### config.mk
export PLATFORM = sky130hd
export DESIGN_NAME = jtag_param_tap_controller_flat
export DESIGN_NICKNAME = d
export VERILOG_FILES = /design/src/rtl/jtag_param_tap_controller_pkg.sv /design/src/rtl/jtag_param_tap_controller_if.sv /design/src/rtl/jtag_param_tap_controller_tap_state_fsm.sv /design/src/rtl/jtag_param_tap_controller.sv /design/src/flat_wrapper.sv
export SDC_FILE = /design/constraint.sdc
export NUM_CORES = 1
export LEC_CHECK = 0
export ABC_CLOCK_PERIOD_IN_PS = 7400
export CELL_PAD_IN_SITES_DETAIL_PLACEMENT = 1
export CELL_PAD_IN_SITES_GLOBAL_PLACEMENT = 1
export CORE_AREA = 2 2 149 151
export DETAILED_ROUTE_END_ITERATION = 16
export DIE_AREA = 0 0 151 153
export GPL_ROUTABILITY_DRIVEN = 1
export PLACE_DENSITY_LB_ADDON = 0.1
export SLEW_MARGIN = 0
export SYNTH_ARGS = -nofsm -noshare
export SYNTH_HDL_FRONTEND = slang
export SYNTH_SLANG_ARGS = --single-unit
### constraint.sdc
create_clock -name clk -period 7.4 [get_ports clk]
set_input_delay 0.74 -clock clk [delete_from_list [all_inputs] [get_ports clk]]
set_output_delay 0.74 -clock clk [all_outputs]
set_load 0.02 [all_outputs]
### src/rtl/jtag_param_tap_controller_pkg.sv
// Shared JTAG definitions: TAP state encoding, instruction opcodes,
// data-register select, capture/IDCODE defaults and the TAP next-state function.
package JtagGlobalPkg;

  typedef enum logic [3:0] {
    jtagExit2DrState     = 4'h0,
    jtagExit1DrState     = 4'h1,
    jtagShiftDrState     = 4'h2,
    jtagPauseDrState     = 4'h3,
    jtagSelectIrScanState = 4'h4,
    jtagUpdateDrState    = 4'h5,
    jtagCaptureDrState   = 4'h6,
    jtagSelectDrScanState = 4'h7,
    jtagExit2IrState     = 4'h8,
    jtagExit1IrState     = 4'h9,
    jtagShiftIrState     = 4'hA,
    jtagPauseIrState     = 4'hB,
    jtagIdleState        = 4'hC,
    jtagUpdateIrState    = 4'hD,
    jtagCaptureIrState   = 4'hE,
    jtagResetState       = 4'hF
  } JtagTapStates;

  typedef enum logic [4:0] {
    bypassRegister       = 5'b00000,
    userDefinedRegister  = 5'b00001,
    idcodeRegister       = 5'b00010,
    boundaryScanRegister = 5'b00110
  } JtagInstructionOpcodeEnum;

  typedef enum logic [1:0] {
    drBypass,
    drUser,
    drBsr,
    drIdcode
  } JtagDrSelect;

  localparam logic [4:0]  JTAG_IR_CAPTURE_DEFAULT = 5'b00001;
  localparam logic [31:0] JTAG_IDCODE_DEFAULT     = 32'h1000_0001;

  function automatic JtagTapStates jtagNextState(input JtagTapStates s, input logic tms);
    jtagNextState = jtagResetState;
    unique case (s)
      jtagResetState:        jtagNextState = tms ? jtagResetState        : jtagIdleState;
      jtagIdleState:         jtagNextState = tms ? jtagSelectDrScanState : jtagIdleState;
      jtagSelectDrScanState: jtagNextState = tms ? jtagSelectIrScanState : jtagCaptureDrState;
      jtagCaptureDrState:    jtagNextState = tms ? jtagExit1DrState      : jtagShiftDrState;
      jtagShiftDrState:      jtagNextState = tms ? jtagExit1DrState      : jtagShiftDrState;
      jtagExit1DrState:      jtagNextState = tms ? jtagUpdateDrState     : jtagPauseDrState;
      jtagPauseDrState:      jtagNextState = tms ? jtagExit2DrState      : jtagPauseDrState;
      jtagExit2DrState:      jtagNextState = tms ? jtagUpdateDrState     : jtagShiftDrState;
      jtagUpdateDrState:     jtagNextState = tms ? jtagSelectDrScanState : jtagIdleState;
      jtagSelectIrScanState: jtagNextState = tms ? jtagResetState        : jtagCaptureIrState;
      jtagCaptureIrState:    jtagNextState = tms ? jtagExit1IrState      : jtagShiftIrState;
      jtagShiftIrState:      jtagNextState = tms ? jtagExit1IrState      : jtagShiftIrState;
      jtagExit1IrState:      jtagNextState = tms ? jtagUpdateIrState     : jtagPauseIrState;
      jtagPauseIrState:      jtagNextState = tms ? jtagExit2IrState      : jtagPauseIrState;
      jtagExit2IrState:      jtagNextState = tms ? jtagUpdateIrState     : jtagShiftIrState;
      jtagUpdateIrState:     jtagNextState = tms ? jtagSelectDrScanState : jtagIdleState;
    endcase
  endfunction

endpackage

### src/rtl/jtag_param_tap_controller_if.sv
// Serial JTAG pin bundle between the master agent and the TAP target.
interface jtag_param_tap_controller_if;
  logic tms;
  logic tdi;
  logic tdo;
  logic tdoEnable;

  modport master (output tms, output tdi, input tdo, input tdoEnable);
  modport slave  (input tms, input tdi, output tdo, output tdoEnable);
endinterface

### src/rtl/jtag_param_tap_controller_tap_state_fsm.sv
// 16-state TAP controller: state register advanced by tms on each rising clk.
module jtag_tap_state_fsm
  import JtagGlobalPkg::*;
(
  input  logic         clk,
  input  logic         reset,
  input  logic         tms,
  output JtagTapStates tapState
);

  // State register; async reset lands in Test-Logic-Reset.
  always_ff @(posedge clk or posedge reset) begin
    if (reset) tapState <= jtagResetState;
    else       tapState <= jtagNextState(tapState, tms);
  end

endmodule

### src/rtl/jtag_param_tap_controller.sv
// Parametrised IEEE-1149.1-style TAP target: instruction register plus
// bypass, user-defined and boundary-scan data registers.
// Optional build macro JTAG_IDCODE_EN adds a 32-bit IDCODE register and makes
// IDCODE the reset instruction.
module jtag_param_tap_controller
  import JtagGlobalPkg::*;
#(
  parameter int unsigned         IR_WIDTH      = 5,
  parameter int unsigned         USER_DR_WIDTH = 32,
  parameter int unsigned         BSR_WIDTH     = 62,
  parameter logic [IR_WIDTH-1:0] IR_CAPTURE    = IR_WIDTH'(JTAG_IR_CAPTURE_DEFAULT)
`ifdef JTAG_IDCODE_EN
  , parameter logic [31:0]       IDCODE_VALUE  = JTAG_IDCODE_DEFAULT
`endif
) (
  input  logic                       clk,
  input  logic                       reset,
  jtag_param_tap_controller_if.slave jtag,
  output JtagTapStates               tapState,
  output logic [IR_WIDTH-1:0]        irValue,
  input  logic [BSR_WIDTH-1:0]       bsrIn,
  output logic [BSR_WIDTH-1:0]       bsrOut,
  output logic [USER_DR_WIDTH-1:0]   userDrOut,
  output logic                       updateDrPulse
);

  localparam logic [IR_WIDTH-1:0] OP_BYPASS = IR_WIDTH'(bypassRegister);
  localparam logic [IR_WIDTH-1:0] OP_USER   = IR_WIDTH'(userDefinedRegister);
  localparam logic [IR_WIDTH-1:0] OP_BSR    = IR_WIDTH'(boundaryScanRegister);
`ifdef JTAG_IDCODE_EN
  localparam logic [IR_WIDTH-1:0] OP_IDCODE = IR_WIDTH'(idcodeRegister);
  localparam logic [IR_WIDTH-1:0] RESET_IR  = OP_IDCODE;
`else
  localparam logic [IR_WIDTH-1:0] RESET_IR  = OP_BYPASS;
`endif

  logic [IR_WIDTH-1:0]      irShift;
  logic                     bypassShift;
  logic [USER_DR_WIDTH-1:0] userShift;
  logic [BSR_WIDTH-1:0]     bsrShift;
`ifdef JTAG_IDCODE_EN
  logic [31:0]              idShift;
`endif
  logic                     tdoReg;
  logic                     tdoEnReg;
  logic                     enteringReset;
  JtagDrSelect              drSel;

  jtag_tap_state_fsm tapFsm (
    .clk      (clk),
    .reset    (reset),
    .tms      (jtag.tms),
    .tapState (tapState)
  );

  assign jtag.tdo       = tdoReg;
  assign jtag.tdoEnable = tdoEnReg;

  // Test-Logic-Reset is only reachable from SelectIrScan or itself with tms=1;
  // loading the reset instruction on that edge keeps irValue in step with tapState.
  assign enteringReset = jtag.tms &&
                         ((tapState == jtagSelectIrScanState) || (tapState == jtagResetState));

  // Instruction decode; unknown opcodes fall back to bypass.
  always_comb begin
    drSel = drBypass;
    if (irValue == OP_USER)     drSel = drUser;
    else if (irValue == OP_BSR) drSel = drBsr;
`ifdef JTAG_IDCODE_EN
    else if (irValue == OP_IDCODE) drSel = drIdcode;
`endif
  end

  // IR/DR capture, shift and update datapath plus registered tdo/tdoEnable/pulse.
  always_ff @(posedge clk or posedge reset) begin
    if (reset) begin
      irValue       <= RESET_IR;
      irShift       <= '0;
      bypassShift   <= 1'b0;
      userShift     <= '0;
      bsrShift      <= '0;
`ifdef JTAG_IDCODE_EN
      idShift       <= '0;
`endif
      userDrOut     <= '0;
      bsrOut        <= '0;
      tdoReg        <= 1'b0;
      tdoEnReg      <= 1'b0;
      updateDrPulse <= 1'b0;
    end else begin
      tdoEnReg      <= 1'b0;
      updateDrPulse <= 1'b0;
      case (tapState)
        jtagCaptureIrState: irShift <= IR_CAPTURE;
        jtagShiftIrState: begin
          tdoReg   <= irShift[0];
          irShift  <= {jtag.tdi, irShift[IR_WIDTH-1:1]};
          tdoEnReg <= 1'b1;
        end
        jtagUpdateIrState: irValue <= irShift;
        jtagCaptureDrState: begin
          case (drSel)
            drUser: userShift <= userDrOut;
            drBsr:  bsrShift  <= bsrIn;
`ifdef JTAG_IDCODE_EN
            drIdcode: idShift <= IDCODE_VALUE;
`endif
            default: bypassShift <= 1'b0;
          endcase
        end
        jtagShiftDrState: begin
          tdoEnReg <= 1'b1;
          case (drSel)
            drUser: begin
              tdoReg    <= userShift[0];
              userShift <= {jtag.tdi, userShift[USER_DR_WIDTH-1:1]};
            end
            drBsr: begin
              tdoReg   <= bsrShift[0];
              // Shift-and-or form stays legal when BSR_WIDTH is 1.
              bsrShift <= (bsrShift >> 1) | (BSR_WIDTH'(jtag.tdi) << (BSR_WIDTH - 1));
            end
`ifdef JTAG_IDCODE_EN
            drIdcode: begin
              tdoReg  <= idShift[0];
              idShift <= {jtag.tdi, idShift[31:1]};
            end
`endif
            default: begin
              tdoReg      <= bypassShift;
              bypassShift <= jtag.tdi;
            end
          endcase
        end
        jtagUpdateDrState: begin
          updateDrPulse <= 1'b1;
          case (drSel)
            drUser:  userDrOut <= userShift;
            drBsr:   bsrOut    <= bsrShift;
            default: ;
          endcase
        end
        default: ;
      endcase
      if (enteringReset) irValue <= RESET_IR;
    end
  end

endmodule

### src/flat_wrapper.sv
// flat-port wrapper written by rule: the top's interface ports become plain ports
module jtag_param_tap_controller_flat import JtagGlobalPkg::*;
#(
  parameter int unsigned         IR_WIDTH      = 5,
  parameter int unsigned         USER_DR_WIDTH = 32,
  parameter int unsigned         BSR_WIDTH     = 62,
  parameter logic [IR_WIDTH-1:0] IR_CAPTURE    = IR_WIDTH'(JTAG_IR_CAPTURE_DEFAULT)

)
  (clk, reset, tapState, irValue, bsrIn, bsrOut, userDrOut, updateDrPulse, jtag_tms, jtag_tdi, jtag_tdo, jtag_tdoEnable);
  jtag_param_tap_controller_if jtag_i ();
  input  logic clk;
  input  logic reset;
  output JtagTapStates tapState;
  output logic [IR_WIDTH-1:0] irValue;
  input  logic [BSR_WIDTH-1:0] bsrIn;
  output logic [BSR_WIDTH-1:0] bsrOut;
  output logic [USER_DR_WIDTH-1:0] userDrOut;
  output logic updateDrPulse;
  input wire logic [$bits(jtag_i.tms)-1:0] jtag_tms;
  input wire logic [$bits(jtag_i.tdi)-1:0] jtag_tdi;
  output wire logic [$bits(jtag_i.tdo)-1:0] jtag_tdo;
  output wire logic [$bits(jtag_i.tdoEnable)-1:0] jtag_tdoEnable;
  assign jtag_i.tms = jtag_tms;
  assign jtag_i.tdi = jtag_tdi;
  assign jtag_tdo = jtag_i.tdo;
  assign jtag_tdoEnable = jtag_i.tdoEnable;
  jtag_param_tap_controller #(.IR_WIDTH(IR_WIDTH), .USER_DR_WIDTH(USER_DR_WIDTH), .BSR_WIDTH(BSR_WIDTH), .IR_CAPTURE(IR_CAPTURE)) u_core (.clk(clk), .reset(reset), .jtag(jtag_i), .tapState(tapState), .irValue(irValue), .bsrIn(bsrIn), .bsrOut(bsrOut), .userDrOut(userDrOut), .updateDrPulse(updateDrPulse));
endmodule
==> impl_metrics.ini, run 1 <==
[detailed_routing]
wl_per_cell_um = 18.4
via_per_inst = 5.11
route.detailed.drc = 0
vias = 5845
routed_wl_mm = 21.0
detail_route.first_pass.iterations = 4
ant_nets = 0
drt_iter0_markers = 134

[floorplanning]
design.die.area_um2 = 23100
io_pins = 172
coreArea_um2 = 21500
die_x_um = 151
num_rows = 54
die-height_um = 153
start_util = 0.411

[clock_network]
hold_buffers = 0
cts_made_buffers = 23
clock-sinks = 206
tritoncts = done
clk_latency_ns = 0.49
path_clk_slew_ns = 0.06
postCtsSetupRepairBufs = 0
cts-resized-gates = 0
cts.path.max_buffers = 3
cts_root_buffer = clkbuf_16
htree_levels = 1

[cells_and_area]
layout.nets = 917
postLayoutCellArea_um2 = 11300
drive_gt1_frac = 0.167
area_growth_pct = 28.1

[placed_design]
post_dp_cell_area_um2 = 10600
hpwlAfterDp_mm = 13.6
place.gp.congestion = 0.744
port_buffers = 171

[power]
p_per_area_nw_per_um2 = 282
ir_drop_mv = 0.162
p_leak_nw = 5.45

[timing]
fmax_ghz = 0.324
setup_tns_ns = 0
setup_violations = 0
worst_pin_slew_ns = 1.13
clock-skew-final_ns = 0.00691
timing.final.max_slew_violations = 0
slew-limit-headroom = 0.250
hold_viol_final = 0
period_needed_ns = 3.09
rsz0062_at_grt = false
post-route-period-util = 0.417

[hold_path]
min-delay-path-class = register to register

[logic_synthesis]
netlist_area_um2 = 8830
synth-xor-area-share = 0
synth_nets = 763
netlist_instances = 697
async_flop_share = 1.00
synth_cell_types = 35
synth-simple-area-share = 0.0688
yosys_warnings = 0
yosys.area_share.adder = 0
synth_top_area_share = 0.572
synth_top_cell_by_area = dfrtp_1
synth_top_family_by_area = multiplexers
avgSynthCellArea_um2 = 12.7
ys_seq_area_frac = 0.584
yosys-top-cells-area = dfrtp_1, mux2i_1, mux2_2
synthMuxAreaShare = 0.246
synth_seq_cells = 206
ys.flop_type = dfrtp_1
synth-edff-count = 0
synth_compound_area_frac = 0.0650

[grt]
busiest_layer = met2
grt_pass1_vias = 6598
globalRouteTotalUtil = 0.187
grt_antenna_before_repair = 2
grt_pass1_wl_mm = 34.7
grt_util_met1 = 0.236
use_met3 = 0.0478
gr-usage-met2 = 0.323
grt_max_degree = 131
grt_overflow = 0

[critical_path]
start_kind = register
crit_buf_inv = 1
end_kind = output port
crit_required_ns = 6.66
path_class = register to output port
worstPathArrival_ns = 2.35
crit_path_top_delay_cell = dfstp_4
path_delay_family = flip-flops
path_cells = clkdlybuf4s50_1
cpPeakStageDelay_ns = 1.10
crit_fanout = 50

[outcome]
status = completed

[job]
maxCapViolations = 0
[sequential cells by signal, indices dropped and copies added (netlist names)]
name,count
u_core.irShift,5
u_core.irValue,5
u_core.bsrOut,62
u_core.jtag.tdo,1
u_core.bypassShift,1
u_core.updateDrPulse,1
u_core.tapFsm.tapState,4
u_core.bsrShift,62
u_core.userDrOut,32
u_core.jtag.tdoEnable,1
u_core.userShift,32
[synthesized netlist by cell type, types with 4 or more instances]
cell type  count
dfrtp_1      202
nand2_1      104
mux2i_1       97
o21ai_0       94
mux2_2        67
mux2_4        30
clkbuf_1      17
buf_2         15
nor2_1         9
o21ai_1        9
a21oi_1        7
buf_6          7
nand2b_1       6
buf_12         4
dfstp_2        4
[path summary, 6_finish.rpt]
path	start	to	slack, ns	depth (start not counted)
worst max-delay path	u_core.tapFsm.tapState[2]	tapState[2]	4.31	1
worst min-delay path	u_core.bsrShift[7]	u_core.bsrShift[7]	0.50	2
worst max register to register	u_core.tapFsm.tapState[2]	u_core.irShift[4]	4.61	3
worst min register to register	u_core.bsrShift[7]	u_core.bsrShift[7]	0.50	2
max in group asynchronous	reset	u_core.bsrShift[16]	4.99	3
min in group asynchronous	reset	u_core.bsrShift[49]	0.84	2
[layout by cell type, fill, tap and decap left out, drive strengths merged, types with 2 or more instances in the layout]
cell,synthesis,layout
clkbuf,17,34
buf,29,4
nand2,105,105
mux2i,97,97
nor3b,3,3
nor2,9,9
nand2b,7,7
mux2,97,97
dfrtp,202,202
clkinv,0,3
dfstp,4,4
nand3,3,3
o21ai,103,103
clkdlybuf4s50,0,171
and2,2,2
inv,2,2
a21oi,7,7
[metrics by stage]
| step | cells | hold WS [ns] | power [W] | util | setup slack (ns) |
|---|---|---|---|---|---|
| 5_1_grt | 1144 | 0.528 | 0.00335 | 0.527 | 4.23 |
| 4_1_cts | 1143 | 0.507 | 0.00324 | 0.527 | 4.26 |
| 3_3_place_gp | 1106 | 0.484 | 0.00215 | 0.496 | 4.42 |
| 3_5_place_dp | 1106 | 0.494 | 0.00219 | 0.496 | 4.35 |
| 6_report | 1144 | 0.501 | 0.00319 | 0.527 | 4.31 |
| 2_1_floorplan | 697 | 0.465 | 0.00191 | - | 1.04 |
[area by class of cell]
class	count	area (um^2)
antenna	1	2.50
clock buffer	34	657
clock inverter	3	15.0
fill	2169	10200
inverter	2	15.0
multi-input combinational	443	3380
sequential	206	5160
tap	280	350
timing repair buffer	175	1740
[worst register-to-register path, stage by stage, from the launching register on]
cell and delay [ns]:
dfstp_4 1.10, buf_4 0.93, nor2b_1 0.30, mux2_2 0.34
[layer usage]
layer	vias to the layer above	routed length, um	part of all wire
met3	21	1270	0.060
li1	2712	-	-
met4	0	232	0.011
met1	2994	8700	0.41
met2	118	10800	0.51
met5	-	0	0
[cells by family after synthesis]
kind of cell,after synthesis
mux,194
simple gates,136
compound gates,113
buf+inv,48
flops,206
[where the power goes]
group          total, W  switching (W)  internal [W]
Clock           0.00103       0.000427      0.000607
Combinational  0.000720       0.000351      0.000369
Sequential      0.00144       0.000177       0.00126
Power figures use the tool's default switching activity.
==> inputs of run 2 (changes only) <==
- ABC_CLOCK_PERIOD_IN_PS: 7400 -> 3220
- clock period: 7.4 -> 3.22 ns (I/O delays scaled with it)
==> run 2 against run 1 <==
  * Global-route usage up 0.065 points
  * Clock power rose to 2.5 times the previous value
  * Sequential power grew 120%
  * Hold slack got worse by 0.17 ns
  * Register-to-register slack got worse by 3.6 ns
  * First-iteration DRC count up 46%
  * Routed wire length is 1.2% higher
  * Combinational power rose to 2.5 times the previous value
==> impl_metrics.ini, run 2 (same netlist as run 1, synthesis figures left out) <==
[clock_network]
clock-sinks = 206
hold_buffers = 0
path_clk_slew_ns = 0.06
cts_made_buffers = 24
postCtsSetupRepairBufs = 0
tritoncts = done
cts-resized-gates = 0
clk_latency_ns = 0.51
htree_levels = 1
cts.path.max_buffers = 3
cts_root_buffer = clkbuf_16

[cells_and_area]
multi_input_area_um2 = 3380
drive_gt1_frac = 0.178
layout.nets = 923
fill_cells = 2169
postLayoutCellArea_um2 = 11500
top_regs = u_core.bsrOut x62, u_core.bsrShift x62
final-seq-area_um2 = 5160
area_growth_pct = 30.1
mostFrequentLayoutCell = dfrtp_1
final_cell_mix = dfrtp_1, clkdlybuf4s50_1, nand2_1, mux2i_1, o21ai_0
antenna-diode-count = 0

[floorplanning]
start_util = 0.411
die_x_um = 151
io_pins = 172
design.die.area_um2 = 23100
coreArea_um2 = 21500
die-height_um = 153
num_rows = 54

[critical_path]
reg2reg_slack_ns = 1.02
cpPeakStageDelay_ns = 0.50
worstPathArrival_ns = 2.59
crit_fanout = 62
start_kind = register
crit_buf_inv = 0
crit_path_top_delay_cell = mux2_2
path_class = register to register
path_cells = nor2_1, and2_1, nand2_4, mux2_2
end_kind = register
crit_required_ns = 3.61
path_delay_family = simple AND/OR/NAND/NOR gates

[detailed_routing]
route.detailed.drc = 0
wl_per_cell_um = 18.4
via_per_inst = 5.06
drt_iter0_markers = 195
detail_route.first_pass.iterations = 4
routed_wl_mm = 21.3
vias = 5830
ant_nets = 0

[grt]
grt_antenna_before_repair = 0
grt_pass1_vias = 6450
grt_max_degree = 125
globalRouteTotalUtil = 0.187
grt_pass1_wl_mm = 34.7
grt_overflow = 0

[placed_design]
hpwlAfterDp_mm = 13.9
post_dp_cell_area_um2 = 10700
port_buffers = 171
place.gp.congestion = 0.767

[outcome]
status = completed

[timing]
clock-skew-final_ns = 0.00784
period_needed_ns = 2.20
worst_pin_slew_ns = 1.03
setup_violations = 0
hold_viol_final = 0
slew-limit-headroom = 0.313
fmax_ghz = 0.455
setup_tns_ns = 0
timing.final.max_slew_violations = 0
post-route-period-util = 0.682
rsz0062_at_grt = false

[hold_path]
min-delay-path-class = input port to async pin

[power]
ir_drop_mv = 0.387
p_leak_nw = 5.54
p_per_area_nw_per_um2 = 661
power.total_w = 0.00760

[job]
maxCapViolations = 0
[run 2: stage by stage]
step | setup slack, ns | instances | utilization | hold slack (ns)
2_1_floorplan | 0.229 | 697 | - | 0.465
3_3_place_gp | 1.08 | 1111 | 0.500 | 0.481
3_5_place_dp | 1.02 | 1111 | 0.500 | 0.492
4_1_cts | 0.993 | 1153 | 0.535 | 0.339
5_1_grt | 0.910 | 1153 | 0.535 | 0.386
6_report | 1.02 | 1153 | 0.535 | 0.331
[run 2: worst register-to-register path: stages (launching register included)]
cell     delay [ns]
dfrtp_1        0.42
nor2_1         0.33
and2_1         0.27
nand2_4        0.48
mux2_2         0.58
[run 2: path summary, 6_finish.rpt]
kind	from	end	depth (start not counted)
setup / recovery	u_core.irValue[3]	u_core.bsrOut[39]	4
min in group clk	bsrIn[60]	u_core.bsrShift[60]	3
setup reg to reg	u_core.irValue[3]	u_core.bsrOut[39]	4
hold reg to reg	u_core.bsrShift[15]	u_core.bsrShift[15]	2
hold / removal	reset	u_core.irShift[4]	2
max in group asynchronous	reset	u_core.userDrOut[28]	3
[run 2: layer usage]
| metal | track usage | part of all wire | vias to the layer above |
|---|---|---|---|
| met5 | 0 | 0 | - |
| met4 | 0.0387 | 0.019 | 0 |
| met3 | 0.0460 | 0.052 | 31 |
| met2 | 0.315 | 0.49 | 120 |
| met1 | 0.247 | 0.44 | 2954 |
| li1 | - | - | 2725 |
[run 2: report_power, final]
part	switching, W	internal (W)	total [W]
registers	0.000270	0.00289	0.00316
clock network	0.00106	0.00155	0.00261
logic	0.000961	0.000868	0.00183
total	0.00229	0.00530	0.00760
[run 2: area by class of cell]
type / count / area share
Inverter: 2 / 0.000980
Tap cell: 280 / 0.0305
Timing Repair Buffer: 180 / 0.160
Clock inverter: 9 / 0.00664
Multi-Input combinational cell: 443 / 0.294
Sequential cell: 206 / 0.449
Clock buffer: 33 / 0.0588
==> inputs of run 3 (changes only) <==
- ABC_CLOCK_PERIOD_IN_PS: 3220 -> 2300
- clock period: 3.22 -> 2.3 ns (I/O delays scaled with it)
==> run 3 against run 2 <==
  * Register-to-register slack got worse by 0.70 ns
  * Sequential share of layout area decreased by 0.73 points
  * Clock power increased by 49%
  * Final cell count increased by 0.43%
  * Routed wire length increased by 0.46%
  * Flip-flop and latch count unchanged
==> impl_metrics.ini, run 3 (same netlist as run 1, synthesis figures left out) <==
[job]
maxCapViolations = 0

[critical_path]
crit_fanout = 12
worstPathArrival_ns = 1.84
path_delay_family = flip-flops
start_kind = register
cpPeakStageDelay_ns = 0.68
crit_buf_inv = 1
crit_required_ns = 2.07
r2r-start = u_core.tapFsm.tapState[1]
path_cells = clkdlybuf4s50_1
crit_path_start = u_core.tapFsm.tapState[3]
path_class = register to output port
end_kind = output port
crit_path_top_delay_cell = dfstp_2

[clock_network]
cts_root_buffer = clkbuf_16
cts.path.max_buffers = 3
tritoncts = done
htree_levels = 1
postCtsSetupRepairBufs = 0
cts_made_buffers = 23
path_clk_slew_ns = 0.06
hold_buffers = 0
clock-sinks = 206
clk_latency_ns = 0.50
cts-resized-gates = 2

[cells_and_area]
top_regs = u_core.bsrOut x62, u_core.bsrShift x62
mostFrequentLayoutCell = dfrtp_1
antenna-diode-count = 0
drive_gt1_frac = 0.185
layout.nets = 928
area_growth_pct = 32.2
final_cell_mix = dfrtp_1, clkdlybuf4s50_1, nand2_1, mux2i_1, o21ai_0
fin_cells = 1158

[floorplanning]
io_pins = 172
die_x_um = 151
start_util = 0.411
die-height_um = 153
design.die.area_um2 = 23100
num_rows = 54
coreArea_um2 = 21500

[detailed_routing]
detail_route.first_pass.iterations = 4
route.detailed.drc = 0
vias = 5868
ant_nets = 0
via_per_inst = 5.07
wl_per_cell_um = 18.5
drt_iter0_markers = 138
routed_wl_mm = 21.4

[grt]
grt_pass1_vias = 6561
grt_antenna_before_repair = 1
grt_pass1_wl_mm = 35.4
grt_max_degree = 125
globalRouteTotalUtil = 0.192
grt_overflow = 0

[timing]
timing.final.max_slew_violations = 0
fmax_ghz = 0.484
period_needed_ns = 2.07
rsz0062_at_grt = false
slew-limit-headroom = 0.616
hold_viol_final = 0
setup_tns_ns = 0
post-route-period-util = 0.898
setup_violations = 0
clock-skew-final_ns = 0.00634
worst_pin_slew_ns = 0.575

[power]
ir_drop_mv = 0.549
p_per_area_nw_per_um2 = 942
p_leak_nw = 5.63
power.total_w = 0.0110

[placed_design]
numPlacedInstances = 1116
place.gp.congestion = 0.790
port_buffers = 171
hpwlAfterDp_mm = 13.9

[outcome]
status = completed

[hold_path]
min-delay-path-class = input port to async pin
-- run 3: path summary, 6_finish.rpt --
kind,endpoint,slack [ns],cells after the start
max,tapState[3],0.23,1
min,u_core.userShift[0],0.06,2
max reg2reg,u_core.bsrShift[38],0.32,5
min reg2reg,u_core.bsrShift[41],0.50,2
max in group asynchronous,u_core.bsrOut[8],1.49,3
min in group clk,u_core.bsrShift[41],0.37,3
-- run 3: power breakdown --
group,total [W],internal [W],switching (W)
Clock,0.00388,0.00242,0.00146
Combinational,0.00270,0.00132,0.00138
Sequential,0.00443,0.00404,0.000384
Total,0.0110,0.00778,0.00323
-- run 3: worst reg2reg max path, cell delays in order (launching register included) --
cell     delay [ns]
dfstp_2        0.63
nor3b_2        0.46
nand3_4        0.12
buf_12         0.22
nand2_1        0.28
o21ai_0        0.12
-- run 3: per-layer routing --
metal / vias up / track usage / share of wire
li1: 2757 / - / -
met1: 2971 / 0.253 / 0.44
met2: 112 / 0.325 / 0.49
met3: 28 / 0.0439 / 0.049
met4: 0 / 0.0374 / 0.017
met5: - / 0 / 0
-- run 3: cell type report --
cell class	instances	area (um^2)
Sequential cell	206	5160
Tap cell	280	350
Inverter	2	11.3
Fill cell	2206	9800
Multi-Input combinational cell	443	3380
Clock buffer	31	646
Clock inverter	10	156
Timing Repair Buffer	186	1980
-- run 3: through the flow --
stage / hold slack (ns) / area, um^2 / setup slack (ns) / util
after floorplan: 0.407 / 8840 / -0.599 / -
final: 0.0620 / 11700 / 0.234 / 0.544
after CTS: 0.0527 / 11700 / 0.216 / 0.544
after detailed placement: 0.493 / 10800 / 0.358 / 0.505
after global placement: 0.482 / 10800 / 0.379 / 0.505
after global routing: 0.0700 / 11700 / 0.176 / 0.544
